==> config.mk <==
export PLATFORM = sky130hd
export DESIGN_NAME = nfc_ask_stim_gen_flat
export DESIGN_NICKNAME = d
export VERILOG_FILES = /design/src/rtl/nfc_stim_pkg.sv /design/src/rtl/nfc_ask_stim_gen_if.sv /design/src/rtl/nfc_stim_fifo.sv /design/src/rtl/nfc_ask_stim_gen.sv /design/src/flat_wrapper.sv
export SDC_FILE = /design/constraint.sdc
export NUM_CORES = 1
export LEC_CHECK = 0
export ABC_AREA = 1
export ABC_CLOCK_PERIOD_IN_PS = 3850
export CELL_PAD_IN_SITES_DETAIL_PLACEMENT = 1
export CELL_PAD_IN_SITES_GLOBAL_PLACEMENT = 1
export CORE_ASPECT_RATIO = 1.5
export CORE_MARGIN = 5
export CORE_UTILIZATION = 39
export DETAILED_ROUTE_END_ITERATION = 16
export PLACE_DENSITY = 0.84
export SYNTH_ARGS = -nofsm -noshare
export SYNTH_HDL_FRONTEND = slang
export SYNTH_HIERARCHICAL = 1
export SYNTH_SLANG_ARGS = --single-unit
==> constraint.sdc <==
create_clock -name clk -period 3.85 [get_ports clk]
set_input_delay 0.5775 -clock clk [delete_from_list [all_inputs] [get_ports clk]]
set_output_delay 0.5775 -clock clk [all_outputs]
set_load 0.01 [all_outputs]
==> src/rtl/nfc_stim_pkg.sv <==
// Shared types for the NFC ASK stimulus generator: FSM state encoding and the
// {last,data} entry carried through the bit FIFO.
package nfc_stim_pkg;

    typedef enum logic [1:0] {
        IDLE,
        SOF,
        DATA,
        EOF
    } state_t;

    typedef struct packed {
        logic last;
        logic data;
    } fifo_entry_t;

    localparam int ENTRY_W = $bits(fifo_entry_t);

endpackage

==> src/rtl/nfc_ask_stim_gen_if.sv <==
// Valid/ready bit-stream channel feeding the stimulus generator's bit FIFO.
interface nfc_ask_stim_gen_if;

    logic s_valid;
    logic s_ready;
    logic s_data;
    logic s_last;

    modport master (
        output s_valid,
        output s_data,
        output s_last,
        input  s_ready
    );

    modport slave (
        input  s_valid,
        input  s_data,
        input  s_last,
        output s_ready
    );

endinterface

==> src/rtl/nfc_stim_fifo.sv <==
// Synchronous FIFO with wrap-bit pointers; pushes into a full FIFO and pops
// from an empty one are ignored.
module nfc_stim_fifo #(
    parameter int WIDTH = 2,
    parameter int DEPTH = 8
) (
    input  logic                       clk,
    input  logic                       rst_n,
    input  logic                       push_i,
    input  logic                       pop_i,
    input  logic [WIDTH-1:0]           wr_data_i,
    output logic [WIDTH-1:0]           rd_data_o,
    output logic                       full_o,
    output logic                       empty_o,
    output logic [$clog2(DEPTH):0]     count_o
);

    localparam int AW    = $clog2(DEPTH);
    localparam int CNT_W = AW + 1;

    logic [WIDTH-1:0] mem_q [DEPTH];
    logic [AW:0]      wr_ptr_q, wr_ptr_d;
    logic [AW:0]      rd_ptr_q, rd_ptr_d;
    logic             do_push;
    logic             do_pop;

    assign count_o   = wr_ptr_q - rd_ptr_q;
    assign full_o    = (count_o == CNT_W'(DEPTH));
    assign empty_o   = (wr_ptr_q == rd_ptr_q);
    assign rd_data_o = mem_q[rd_ptr_q[AW-1:0]];

    assign do_push = push_i && !full_o;
    assign do_pop  = pop_i && !empty_o;

    always_comb begin
        wr_ptr_d = wr_ptr_q;
        rd_ptr_d = rd_ptr_q;
        if (do_push) wr_ptr_d = wr_ptr_q + CNT_W'(1);
        if (do_pop)  rd_ptr_d = rd_ptr_q + CNT_W'(1);
    end

    always_ff @(posedge clk or negedge rst_n) begin
        if (!rst_n) begin
            wr_ptr_q <= '0;
            rd_ptr_q <= '0;
        end else begin
            wr_ptr_q <= wr_ptr_d;
            rd_ptr_q <= rd_ptr_d;
        end
    end

    // Storage carries no reset: occupancy is defined by the pointers alone.
    always_ff @(posedge clk) begin
        if (do_push) mem_q[wr_ptr_q[AW-1:0]] <= wr_data_i;
    end

endmodule

==> src/rtl/nfc_ask_stim_gen.sv <==
// NFC ASK stimulus source: NCO square carrier whose slewed envelope is keyed by
// SOF / FIFO data bits / EOF frames. v_out is a registered signed sample.
module nfc_ask_stim_gen
    import nfc_stim_pkg::*;
#(
    parameter int PHASE_W    = 32,
    parameter int AMP_W      = 16,
    parameter int FIFO_DEPTH = 8,
    parameter int BITCNT_W   = 16
) (
    input  logic                    clk,
    input  logic                    rst,
    input  logic [PHASE_W-1:0]      cfg_phase_inc,
    input  logic [AMP_W-1:0]        cfg_amp_hi,
    input  logic [AMP_W-1:0]        cfg_amp_lo,
    input  logic [BITCNT_W-1:0]     cfg_bit_period,
    input  logic [AMP_W-1:0]        cfg_ramp_step,
    input  logic                    enable,
    nfc_ask_stim_gen_if.slave       s_if,
    output logic                    busy,
    output logic                    frame_done,
    output logic                    underrun,
    output logic signed [AMP_W:0]   v_out
);

    localparam int CNT_W = $clog2(FIFO_DEPTH) + 1;

    function automatic logic [AMP_W-1:0] slew_env(input logic [AMP_W-1:0] cur,
                                                  input logic [AMP_W-1:0] tgt,
                                                  input logic [AMP_W-1:0] step);
        logic [AMP_W-1:0] diff;
        if (step == '0) return tgt;
        if (tgt > cur) begin
            diff = tgt - cur;
            return (diff <= step) ? tgt : cur + step;
        end
        diff = cur - tgt;
        return (diff <= step) ? tgt : cur - step;
    endfunction

    // Magnitude is zero-extended first so negating 2^AMP_W-1 cannot overflow.
    function automatic logic signed [AMP_W:0] carrier_mod(input logic             hi,
                                                          input logic [AMP_W-1:0] env);
        logic signed [AMP_W:0] mag;
        mag = $signed({1'b0, env});
        return hi ? mag : -mag;
    endfunction

    state_t                 state_q;
    logic [BITCNT_W-1:0]    cnt_q;
    logic [BITCNT_W-1:0]    per_q;
    fifo_entry_t            cur_q;
    logic                   starve_q;
    logic                   underrun_q;
    logic                   frame_done_q;
    logic [PHASE_W-1:0]     phase_q;
    logic [AMP_W-1:0]       env_tgt_q, env_tgt_d;
    logic [AMP_W-1:0]       env_q, env_d;
    logic signed [AMP_W:0]  v_out_q, v_out_d;

    fifo_entry_t            wr_entry;
    fifo_entry_t            rd_entry;
    logic                   fifo_full;
    logic                   fifo_empty;
    logic [CNT_W-1:0]       fifo_cnt;
    logic                   fifo_avail;
    logic                   pop_req;
    logic                   fifo_pop;
    logic [BITCNT_W-1:0]    eff_per;
    logic                   bit_end;

    assign wr_entry    = '{last: s_if.s_last, data: s_if.s_data};
    assign s_if.s_ready = !fifo_full;
    assign fifo_avail  = (fifo_cnt != '0);
    assign fifo_pop    = pop_req && fifo_avail && !fifo_empty;

    nfc_stim_fifo #(
        .WIDTH (ENTRY_W),
        .DEPTH (FIFO_DEPTH)
    ) u_fifo (
        .clk       (clk),
        .rst_n     (rst),
        .push_i    (s_if.s_valid),
        .pop_i     (fifo_pop),
        .wr_data_i (wr_entry),
        .rd_data_o (rd_entry),
        .full_o    (fifo_full),
        .empty_o   (fifo_empty),
        .count_o   (fifo_cnt)
    );

    assign eff_per = (cfg_bit_period == '0) ? BITCNT_W'(1) : cfg_bit_period;
    assign bit_end = (cnt_q == per_q - BITCNT_W'(1));

    always_comb begin
        pop_req   = 1'b0;
        env_tgt_d = cfg_amp_hi;
        case (state_q)
            SOF: begin
                env_tgt_d = cfg_amp_lo;
                pop_req   = bit_end;
            end
            DATA: begin
                if (starve_q) begin
                    env_tgt_d = cfg_amp_hi;
                    pop_req   = 1'b1;
                end else begin
                    env_tgt_d = cur_q.data ? cfg_amp_hi : cfg_amp_lo;
                    pop_req   = bit_end && !cur_q.last;
                end
            end
            default: env_tgt_d = cfg_amp_hi;
        endcase
    end

    // Frame sequencer; the bit period is latched on every bit start.
    always_ff @(posedge clk or negedge rst) begin
        if (!rst) begin
            state_q      <= IDLE;
            cnt_q        <= '0;
            per_q        <= BITCNT_W'(1);
            cur_q        <= '0;
            starve_q     <= 1'b0;
            underrun_q   <= 1'b0;
            frame_done_q <= 1'b0;
        end else begin
            frame_done_q <= 1'b0;
            cnt_q        <= cnt_q + BITCNT_W'(1);
            case (state_q)
                IDLE: begin
                    cnt_q <= '0;
                    if (enable && fifo_avail) begin
                        state_q    <= SOF;
                        per_q      <= eff_per;
                        starve_q   <= 1'b0;
                        underrun_q <= 1'b0;
                    end
                end
                SOF: begin
                    if (bit_end) begin
                        state_q <= DATA;
                        cnt_q   <= '0;
                        per_q   <= eff_per;
                        if (fifo_pop) begin
                            cur_q <= rd_entry;
                        end else begin
                            starve_q   <= 1'b1;
                            underrun_q <= 1'b1;
                        end
                    end
                end
                DATA: begin
                    if (starve_q) begin
                        cnt_q <= '0;
                        if (fifo_pop) begin
                            cur_q    <= rd_entry;
                            per_q    <= eff_per;
                            starve_q <= 1'b0;
                        end
                    end else if (bit_end) begin
                        cnt_q <= '0;
                        per_q <= eff_per;
                        if (cur_q.last) begin
                            state_q <= EOF;
                        end else if (fifo_pop) begin
                            cur_q <= rd_entry;
                        end else begin
                            starve_q   <= 1'b1;
                            underrun_q <= 1'b1;
                        end
                    end
                end
                EOF: begin
                    if (bit_end) begin
                        state_q      <= IDLE;
                        cnt_q        <= '0;
                        frame_done_q <= 1'b1;
                    end
                end
                default: state_q <= IDLE;
            endcase
        end
    end

    assign env_d   = slew_env(env_q, env_tgt_q, cfg_ramp_step);
    assign v_out_d = carrier_mod(~phase_q[PHASE_W-1], env_q);

    // Target -> envelope -> output, one register each.
    always_ff @(posedge clk or negedge rst) begin
        if (!rst) begin
            phase_q   <= '0;
            env_tgt_q <= '0;
            env_q     <= '0;
            v_out_q   <= '0;
        end else begin
            phase_q   <= phase_q + cfg_phase_inc;
            env_tgt_q <= env_tgt_d;
            env_q     <= env_d;
            v_out_q   <= v_out_d;
        end
    end

    assign busy       = (state_q != IDLE);
    assign frame_done = frame_done_q;
    assign underrun   = underrun_q;
    assign v_out      = v_out_q;

endmodule

==> src/flat_wrapper.sv <==
// flat-port wrapper written by rule: the top's interface ports become plain ports
module nfc_ask_stim_gen_flat import nfc_stim_pkg::*;
#(
    parameter int PHASE_W    = 32,
    parameter int AMP_W      = 16,
    parameter int FIFO_DEPTH = 8,
    parameter int BITCNT_W   = 16
)
  (clk, rst, cfg_phase_inc, cfg_amp_hi, cfg_amp_lo, cfg_bit_period, cfg_ramp_step, enable, busy, frame_done, underrun, v_out, s_if_s_valid, s_if_s_data, s_if_s_last, s_if_s_ready);
  nfc_ask_stim_gen_if s_if_i ();
  input  logic clk;
  input  logic rst;
  input  logic [PHASE_W-1:0] cfg_phase_inc;
  input  logic [AMP_W-1:0] cfg_amp_hi;
  input  logic [AMP_W-1:0] cfg_amp_lo;
  input  logic [BITCNT_W-1:0] cfg_bit_period;
  input  logic [AMP_W-1:0] cfg_ramp_step;
  input  logic enable;
  output logic busy;
  output logic frame_done;
  output logic underrun;
  output logic signed [AMP_W:0] v_out;
  input wire logic [$bits(s_if_i.s_valid)-1:0] s_if_s_valid;
  input wire logic [$bits(s_if_i.s_data)-1:0] s_if_s_data;
  input wire logic [$bits(s_if_i.s_last)-1:0] s_if_s_last;
  output wire logic [$bits(s_if_i.s_ready)-1:0] s_if_s_ready;
  assign s_if_i.s_valid = s_if_s_valid;
  assign s_if_i.s_data = s_if_s_data;
  assign s_if_i.s_last = s_if_s_last;
  assign s_if_s_ready = s_if_i.s_ready;
  nfc_ask_stim_gen #(.PHASE_W(PHASE_W), .AMP_W(AMP_W), .FIFO_DEPTH(FIFO_DEPTH), .BITCNT_W(BITCNT_W)) u_core (.clk(clk), .rst(rst), .cfg_phase_inc(cfg_phase_inc), .cfg_amp_hi(cfg_amp_hi), .cfg_amp_lo(cfg_amp_lo), .cfg_bit_period(cfg_bit_period), .cfg_ramp_step(cfg_ramp_step), .enable(enable), .s_if(s_if_i), .busy(busy), .frame_done(frame_done), .underrun(underrun), .v_out(v_out));
endmodule
==> summary.md, run 1 <==
| Metric | Value |
|---|---|
| CTS tree | `done` |
| Num ports | `around 120` |
| Met2 usage | `0.465` |
| Worst endpoint required time | `4180 ps` |
| Cell family with most CP delay | `compound AO/OA/AOI/OAI gates` |
| Initial antenna violation count | `3` |
| Crit end category | `register` |
| DR vias/cell | `5.41` |
| Final Hold Viols | `0` |
| CP Max Fanout | `14` |
| FFs w/ async S/R, synth | `0.889` |
| Final setup vio count | `0` |
| R2r endpoint | `u_core/env_q[11]` |
| Cell mode on critical path | `nand2_1` |
| Hold crit path type | `input pin to asynchronous set/reset pin` |
| Number of flops mapped to enable cells by yosys | `16` |
| Synthesis-stage register bit count | `~140` |
| Synth top area share | `0.251` |
| Via count | `around 13000` |
| Slew @ Worst Pin | `908 ps` |
| Seq/Total Area, Yosys | `0.291` |
| Core box area | `about 32000 um^2` |
| P&R area growth vs syn | `24.6%` |
| FF-to-FF Start | `u_core/env_tgt_q[2]` |
| Status | `complete, no violations` |
| Clock latency on the worst-skew pair | `approximately 450 ps` |
| Slowest CP cell | `dfrtp_1` |
| Max Slew Vio Count | `0` |
| Port Buf Inserts | `122` |
| Synthesized netlist cell count | `around 1800` |
| Crit path buf inv count | `6` |
| Synth area leaders | `dfrtp_1 (25%), ha_1 (13%), nand2_1 (11%), inv_1 (7.1%), xor2_1 (6.2%)` |
| Worst setup SP type | `register` |
| Fin crit share | `0.968` |
| Top post-synthesis cells by count | `nand2_1 (375), inv_1 (240), nor2_1 (138), ha_1 (136), o21ai_0 (130)` |
| Die area | `approximately 36000 um^2` |
| RD Place Congestion | `0.948` |
| DRT antenna net count | `0` |
| Fill cells | `just over 4000` |
| Largest net degree at the start of global routing | `between 80 and 90` |
| Hold Buf Count CTS | `0` |
| Fin crit period | `3730 ps` |
| Routed WL | `45900 um` |
| All-Layer GR Usage | `0.250` |
| FMAX | `268 MHz` |
| GR peak layer | `met2` |
| Final global-route overflow total | `0` |
| Clock Skews | `7.97 ps` |
| Cell with the most instances after synthesis | `nand2_1` |
| Rows | `80` |
| Drt drc | `0` |
| DIE HEIGHT | `roughly 230 um` |
| Yosys warns | `6` |
| Worst R2R Path Depth | `25` |
| Starting Density | `0.396` |
| HPWL after DPL | `~36000 um` |
| Yosys top cell by area | `dfrtp_1` |
| Synth Cell Area | `~13000 um^2` |
| Routed WL per cell | `19.4 um` |
| Placed inst area | `~15000 um^2` |
| DR pass1 iterations | `5` |
| Clock root cell | `clkbuf_16` |
| Max-Cap Viols | `0` |
| Dominant synthesized flop cell | `dfrtp_1` |
| Crit Path Class | `register to register` |
| H-tree depth | `4` |
| First-pass GRT wire length | `between 70000 and 80000 um` |
| Routing usage on met1 | `0.274` |
| CP max stage delay | `roughly 420 ps` |
| Syn_area_per_cell | `~7.2 um^2` |
| Share of layout cells above drive strength 1 | `0.103` |
| Syn_nets | `1995` |
| WP data arrival | `around 4100 ps` |
| Finished Cell Area | `15800 um^2` |
| Post-synth cell types | `59` |
| Worst slew margin | `0.395` |
| Worst-path clk slew | `approximately 70 ps` |
| Register-to-register setup slack | `120 ps` |
| Initial drt markers | `~530` |
| Die Wd | `157 um` |
| Sink Count | `around 140` |
| Layout Nets | `around 2200` |
| Max clock buf depth | `2` |
| Met3 global-route usage | `0.0343` |
| Vias in the first global route | `14100` |
| CTS Buf Count | `17` |
[cell type report]
| class | instances | area [um^2] | area share |
|---|---|---|---|
| clock inverters | 15 | 183 | 0.0116 |
| diodes | 2 | 5.00 | 0.000317 |
| repair buffers | 216 | 1970 | 0.125 |
| well taps | 410 | 513 | 0.0325 |
| clock buffers | 17 | 425 | 0.0270 |
| flip-flops and latches | 144 | 3690 | 0.234 |
| multi-input cells | 1320 | 8060 | 0.511 |
| inverters | 247 | 927 | 0.0588 |
[cells by family after synthesis]
group | synth area share
AO/OA/AOI/OAI | 0.156
flip-flops | 0.291
adder cells (fa/ha/maj) | 0.144
buffers and inverters | 0.0869
AND/OR/NAND/NOR | 0.241
XOR/XNOR | 0.0803
[cells in the final DEF (no fill, tap or decap), drive strengths merged, types with 8 or more instances in the layout]
| cell | n |
|---|---|
| clkdlybuf4s50 | 121 |
| nand3 | 99 |
| o21ai | 147 |
| nand2 | 384 |
| inv | 247 |
| a21oi | 125 |
| o211ai | 10 |
| buf | 95 |
| a31oi | 9 |
| xnor2 | 27 |
| dfrtp | 127 |
| nor2 | 157 |
| clkbuf | 17 |
| ha | 136 |
| a21o | 13 |
| nor3 | 30 |
| xor2 | 89 |
| edfxtp | 16 |
| clkinv | 8 |
| nand4 | 20 |
| o22ai | 11 |
| nor4 | 11 |
[worst max-delay path by stage]
stage,start,to,cells past startpoint
4_1_cts,u_core/env_tgt_q[0],u_core/env_q[4],21
2_1_floorplan,u_core/env_q[4],u_core/env_q[8],22
3_5_place_dp,u_core/env_q[2],u_core/env_q[4],21
6_report,u_core/env_tgt_q[2],u_core/env_q[11],25
5_1_grt,u_core/env_tgt_q[2],u_core/env_q[11],25
3_3_place_gp,u_core/env_tgt_q[0],u_core/env_q[4],21
[worst reg2reg max path: stages (launching register included)]
cell and delay (ps):
dfrtp_1 420, inv_1 100, ha_4 330, buf_4 140
nand2_1 80, inv_1 100, a21oi_2 70, o21ai_2 220
inv_1 90, nor3_1 190, nor3_1 80, o21ai_1 130
xor2_1 210, ha_1 270, nand2_2 100, buf_4 130
o21ai_0 80, a21oi_1 140, nand2_1 120, nand2_2 100
buf_12 130, a21oi_1 70, o21ai_1 100, nand2_1 70
nand2_1 60, o21ai_0 80
[timing repair]
action | 4_1_cts | 5_1_grt
cloned | 0 | 0
buffers inserted | 0 | 8
hold endpoints to repair | 0 | 0
setup endpoints to repair | 14 | 16
resized for setup | 6 | 38
pin swaps | 0 | 12
[flip-flops by register name (all words and copies together) (netlist names)]
name                    flops
u_core/frame_done           1
u_core/phase_q             32
u_core/underrun             1
u_core/u_fifo/mem_q        16
u_core/state_q              2
u_core/u_fifo/rd_ptr_q      4
u_core/u_fifo/wr_ptr_q      4
u_core/cnt_q               16
u_core/env_tgt_q           16
u_core/v_out               17
u_core/starve_q             1
u_core/per_q               16
u_core/env_q               16
u_core/cur_q                2
[layer usage]
layer / wire length (um) / vias to the layer above / share of wire
li1: - / 6149 / -
met1: 17800 / 6255 / 0.39
met2: 24300 / 295 / 0.53
met3: 1430 / 126 / 0.031
met4: 2420 / 2 / 0.053
met5: 16 / - / 0.00035
[per-stage QoR]
stage / TNS [ps] / setup slack, ps / utilization / hold WS, ps / std cells
6_report: 0 / 125 / 0.494 / 154 / 2371
5_1_grt: -1830 / -178 / 0.494 / 264 / 2371
4_1_cts: 0 / 8.87 / 0.486 / 231 / 2361
3_5_place_dp: -480 / -116 / 0.467 / 460 / 2329
3_3_place_gp: 0 / 71.0 / 0.467 / 453 / 2329
2_1_floorplan: 0 / 234 / - / 282 / 1751
Power of run 1 is not shown: default switching activity piles up to over one toggle a cycle in this logic, so the estimate is an artifact.
==> inputs of run 2 (changes only) <==
- CTS_CLUSTER_DIAMETER: unset -> 120
- PLACE_DENSITY: 0.84 -> unset
- PLACE_DENSITY_LB_ADDON: unset -> 0.05
==> summary.md, run 2 (same netlist as run 1, synthesis figures left out) <==
| Metric | Value |
|---|---|
| Met3 global-route usage | `0.0272` |
| Met2 usage | `0.481` |
| Drt drc | `0` |
| Die Wd | `157 um` |
| Most frequent cells in the layout | `nand2_1 (368), inv_1 (235), nor2_1 (137)` |
| CTS tree | `done` |
| Worst endpoint required time | `around 4200 ps` |
| HPWL after DPL | `37000 um` |
| Clock root cell | `clkbuf_16` |
| Initial drt markers | `~440` |
| Final setup vio count | `0` |
| Fin crit share | `0.965` |
| Max clock buf depth | `2` |
| All-Layer GR Usage | `0.246` |
| Final Hold Viols | `0` |
| Fill cells | `roughly 4000` |
| Vias in the first global route | `about 14000` |
| Status | `complete, no violations` |
| Worst-path clk slew | `about 70 ps` |
| GR peak layer | `met2` |
| Routing usage on met1 | `0.245` |
| WP data arrival | `4100 ps` |
| Largest net degree at the start of global routing | `87` |
| FMAX | `269 MHz` |
| Commonest non-fill, non-tap cell in the layout | `nand2_1` |
| P&R area growth vs syn | `24.4%` |
| Max-Cap Viols | `0` |
| Most flops, register | `u_core/phase_q` |
| Final setup TNS | `0 ps` |
| Hold crit path type | `input pin to asynchronous set/reset pin` |
| Finished Cell Area | `15700 um^2` |
| Cell mode on critical path | `nand2_1` |
| Routed WL per cell | `19.0 um` |
| Max Slew Vio Count | `0` |
| Share of layout cells above drive strength 1 | `0.107` |
| Slew @ Worst Pin | `roughly 1400 ps` |
| DIE HEIGHT | `between 200 and 250 um` |
| Clock latency on the worst-skew pair | `roughly 450 ps` |
| Port Buf Inserts | `122` |
| Rows | `80` |
| Via count | `12500` |
| Worst slew margin | `0.0551` |
| Crit Path Class | `register to register` |
| Worst setup SP type | `register` |
| DR pass1 iterations | `4` |
| Die area | `approximately 36000 um^2` |
| Hold Buf Count CTS | `0` |
| RD Place Congestion | `between 0.9 and 1` |
| Num ports | `around 120` |
| Core box area | `approximately 32000 um^2` |
| CP Max Fanout | `7` |
| Max reg flops | `32` |
| Final global-route overflow total | `0` |
| Crit end category | `register` |
| DR vias/cell | `approximately 5.3` |
| First-pass GRT wire length | `around 70000 um` |
| Slowest CP cell | `dfrtp_1` |
| Sink Count | `roughly 140` |
| Initial antenna violation count | `1` |
| DRT antenna net count | `0` |
| Crit path cell chain | `inv_1, ha_2, inv_2, fa_2, a21oi_2, o21ai_2, a21oi_2, o21ai_1, xnor2_1, inv_1, ha_1, nand2_1, nor4_2, nand2_1, nand2_2, nand2_2, buf_12, a21oi_1, o21ai_0, nand2_1, nand2_1, nand2_1` |
| CTS Buf Count | `17` |
| H-tree depth | `4` |
| Clock Skews | `around 11 ps` |
| Fin crit period | `3720 ps` |
| Placed inst area | `~15000 um^2` |
| Routed WL | `44800 um` |
| Layout Nets | `approximately 2200` |
| CP max stage delay | `approximately 430 ps` |
| Starting Density | `0.396` |
==> run 2: cell count changes in the layout (fill, tap and decap cells not counted), moves of 3 or more <==
cell,change
a21oi_1,-5
a21oi_2,+6
buf_4,-12
ha_1,-4
ha_2,+4
inv_1,-3
o21ai_0,-5
o21ai_1,+4
==> run 2: per-stage QoR <==
step / instances / setup slack, ps / utilization / hold WS (ps)
finish: 2361 / 135 / 0.493 / 166
global route: 2361 / -43.1 / 0.493 / 231
CTS: 2352 / 47.5 / 0.483 / 220
detailed placement: 2320 / -110 / 0.465 / 461
global placement: 2320 / 19.1 / 0.465 / 456
floorplan: 1751 / 234 / - / 282
==> run 2: worst paths after layout <==
check	startpoint	endpoint	slack [ps]	depth (start not counted)
max	u_core/env_tgt_q[0]	u_core/env_q[14]	130	22
min	rst	u_core/phase_q[1]	170	1
max reg2reg	u_core/env_tgt_q[0]	u_core/env_q[14]	130	22
min reg2reg	u_core/phase_q[0]	u_core/phase_q[0]	470	1
max in group asynchronous	rst	u_core/env_tgt_q[10]	2920	2
min in group clk	u_core/phase_q[0]	u_core/phase_q[0]	470	1
==> run 2: timing repair <==
action | CTS | global route
pin swaps | 0 | 15
gates cloned | 0 | 1
buffers inserted | 0 | 7
setup endpoints to repair | 16 | 16
resized for setup | 2 | 63
==> run 2: final cells by class <==
cell class                      instances  area [um^2]  area share
Tap cell                              410          513      0.0326
Antenna cell                            1         2.50    0.000159
Sequential cell                       144         3680       0.234
Clock inverter                         13          126     0.00803
Timing Repair Buffer                  207         1940       0.123
Multi-Input combinational cell       1320         8090       0.514
Inverter                              247          931      0.0592
Clock buffer                           19          447      0.0284
==> run 2: routing by layer <==
| layer | wire length [um] | part of all wire | vias to the layer above |
|---|---|---|---|
| met1 | 16100 | 0.36 | 6094 |
| met4 | 2700 | 0.060 | 0 |
| met5 | 0 | 0 | - |
| met3 | 1050 | 0.023 | 113 |
| li1 | - | - | 6114 |
| met2 | 24900 | 0.56 | 216 |
==> run 2: worst max-delay path: cells and delay by family, from the launching register on <==
| family | cells | cell delay, ps |
|---|---|---|
| flip-flops | 1 | 430 |
| buffers and inverters | 4 | 370 |
| XOR/XNOR | 1 | 140 |
| AND/OR/NAND/NOR | 8 | 950 |
| AO/OA/AOI/OAI | 6 | 870 |
| adder cells (fa/ha/maj) | 3 | 890 |
Power of run 2 is left out for the same reason.
==> inputs of run 3 (changes only) <==
- CORE_ASPECT_RATIO: 1.5 -> 1.75
- TNS_END_PERCENT: unset -> 50
==> summary.md, run 3 (same netlist as run 1, synthesis figures left out) <==
| Metric | Value |
|---|---|
| Final setup vio count | `0` |
| Slew @ Worst Pin | `887 ps` |
| Max reg flops | `32` |
| Layout Nets | `approximately 2200` |
| Routed WL per cell | `20.2 um` |
| CP max stage delay | `around 430 ps` |
| Worst R2R Path Depth | `22` |
| Max clock buf depth | `2` |
| Largest net degree at the start of global routing | `86` |
| Die Wd | `around 150 um` |
| Share of layout cells above drive strength 1 | `0.112` |
| Crit Path Class | `register to register` |
| Starting Density | `0.394` |
| Initial drt markers | `approximately 350` |
| Initial antenna violation count | `0` |
| DR pass1 iterations | `5` |
| Crit path buf inv count | `5` |
| WP data arrival | `approximately 4000 ps` |
| Status | `complete, no violations` |
| Worst slew margin | `0.408` |
| Cell depth of the worst setup path | `22` |
| Fin crit share | `0.950` |
| Sink Count | `144` |
| Antenna cell count | `0` |
| Via count | `roughly 13000` |
| DR vias/cell | `between 5 and 6` |
| FMAX | `around 270 MHz` |
| Crit path launch | `u_core/env_tgt_q[0]` |
| Port Buf Inserts | `approximately 120` |
| Die area | `roughly 36000 um^2` |
| Rows | `87` |
| Pre-CTS setup slack | `-282 ps` |
| Worst-path clk slew | `about 70 ps` |
| CTS Buf Count | `17` |
| Max-Cap Viols | `0` |
| Worst setup SP type | `register` |
| DRT antenna net count | `0` |
| Routed WL | `48100 um` |
| Cell mode on critical path | `nand2_1` |
| Crit path cell chain | `inv_1, ha_2, inv_2, fa_2, a21oi_4, o21ai_4, a21oi_2, o21ai_0, xnor2_1, inv_1, ha_1, nand2_1, buf_4, nor3b_1, nand3_1, nand3_1, nor2_2, buf_4, nand3_1, nand2_1, nand2_1, nand2_1` |
| P&R area growth vs syn | `25.1%` |
| First-pass GRT wire length | `74200 um` |
| R2r endpoint | `u_core/env_q[12]` |
| Max Slew Vio Count | `0` |
| CP Max Fanout | `3` |
| Cell family with most CP delay | `simple AND/OR/NAND/NOR gates` |
| Vias in the first global route | `approximately 14000` |
| Fin crit period | `about 3700 ps` |
| CP endpoint | `u_core/env_q[12]` |
| Most flops, register | `u_core/phase_q` |
| All-Layer GR Usage | `0.263` |
| Final global-route overflow total | `0` |
| Clock Skews | `9.72 ps` |
| H-tree depth | `4` |
| HPWL after DPL | `~40000 um` |
| Crit end category | `register` |
| Slowest CP cell | `fa_2` |
| Hold crit path type | `input pin to asynchronous set/reset pin` |
| Commonest non-fill, non-tap cell in the layout | `nand2_1` |
| Drt drc | `0` |
| Clock root cell | `clkbuf_16` |
| RD Place Congestion | `0.938` |
| Core box area | `between 30000 and 40000 um^2` |
| Final Hold Viols | `0` |
| FF-to-FF Start | `u_core/env_tgt_q[0]` |
| Minimum hold slack | `~170 ps` |
| Final Worst Setup Slack | `slightly below 200 ps` |
| CTS tree | `done` |
| Register-to-register setup slack | `between 150 and 200 ps` |
| DIE HEIGHT | `around 250 um` |
| Worst endpoint required time | `~4200 ps` |
| Clock latency on the worst-skew pair | `roughly 450 ps` |
| Most frequent cells in the layout | `nand2_1 (371), inv_1 (237), nor2_1 (136)` |
| Num ports | `roughly 120` |
-- run 3: metal layers --
| layer | routed length [um] | vias up | GRT usage |
|---|---|---|---|
| li1 | - | 6177 | - |
| met1 | 16400 | 6225 | 0.236 |
| met2 | 27700 | 239 | 0.546 |
| met3 | 966 | 115 | 0.0304 |
| met4 | 3100 | 0 | 0.162 |
| met5 | 0 | - | 0 |
-- run 3: how the worst min path moves through the flow --
| stage | from | to | slack [ps] | cells after the start |
|---|---|---|---|---|
| final | rst | u_core/phase_q[1] | 170 | 1 |
| after global routing | rst | u_core/phase_q[1] | 230 | 1 |
| after detailed placement | u_core/phase_q[0] | u_core/phase_q[0] | 470 | 1 |
| after floorplan | rst | u_core/cnt_q[0] | 280 | 0 |
| after CTS | rst | u_core/phase_q[2] | 210 | 1 |
| after global placement | u_core/phase_q[0] | u_core/phase_q[0] | 460 | 1 |
-- run 3: area by class of cell --
| type | count | area [um^2] |
|---|---|---|
| inverter | 247 | 927 |
| sequential | 144 | 3680 |
| clock buffer | 19 | 433 |
| fill | 4105 | 16300 |
| multi-input combinational | 1320 | 8080 |
| tap | 400 | 500 |
| timing repair buffer | 234 | 2100 |
| clock inverter | 13 | 103 |
-- run 3: timing repair --
action,4_1_cts,5_1_grt
hold buffers,0,0
setup endpoints to repair,16,16
pin swaps,1,9
gates cloned,0,1
buffers inserted,2,4
resized for setup,10,41
-- run 3: stage by stage --
step / utilization / std cells / TNS, ps / cell area [um^2]
finish: 0.493 / 2377 / 0 / 15800
global route: 0.493 / 2377 / -108 / 15800
CTS: 0.486 / 2372 / 0 / 15600
detailed placement: 0.468 / 2338 / -3900 / 15000
global placement: 0.468 / 2338 / -3580 / 15000
floorplan: - / 1751 / 0 / 12700
Power of run 3 is left out for the same reason.
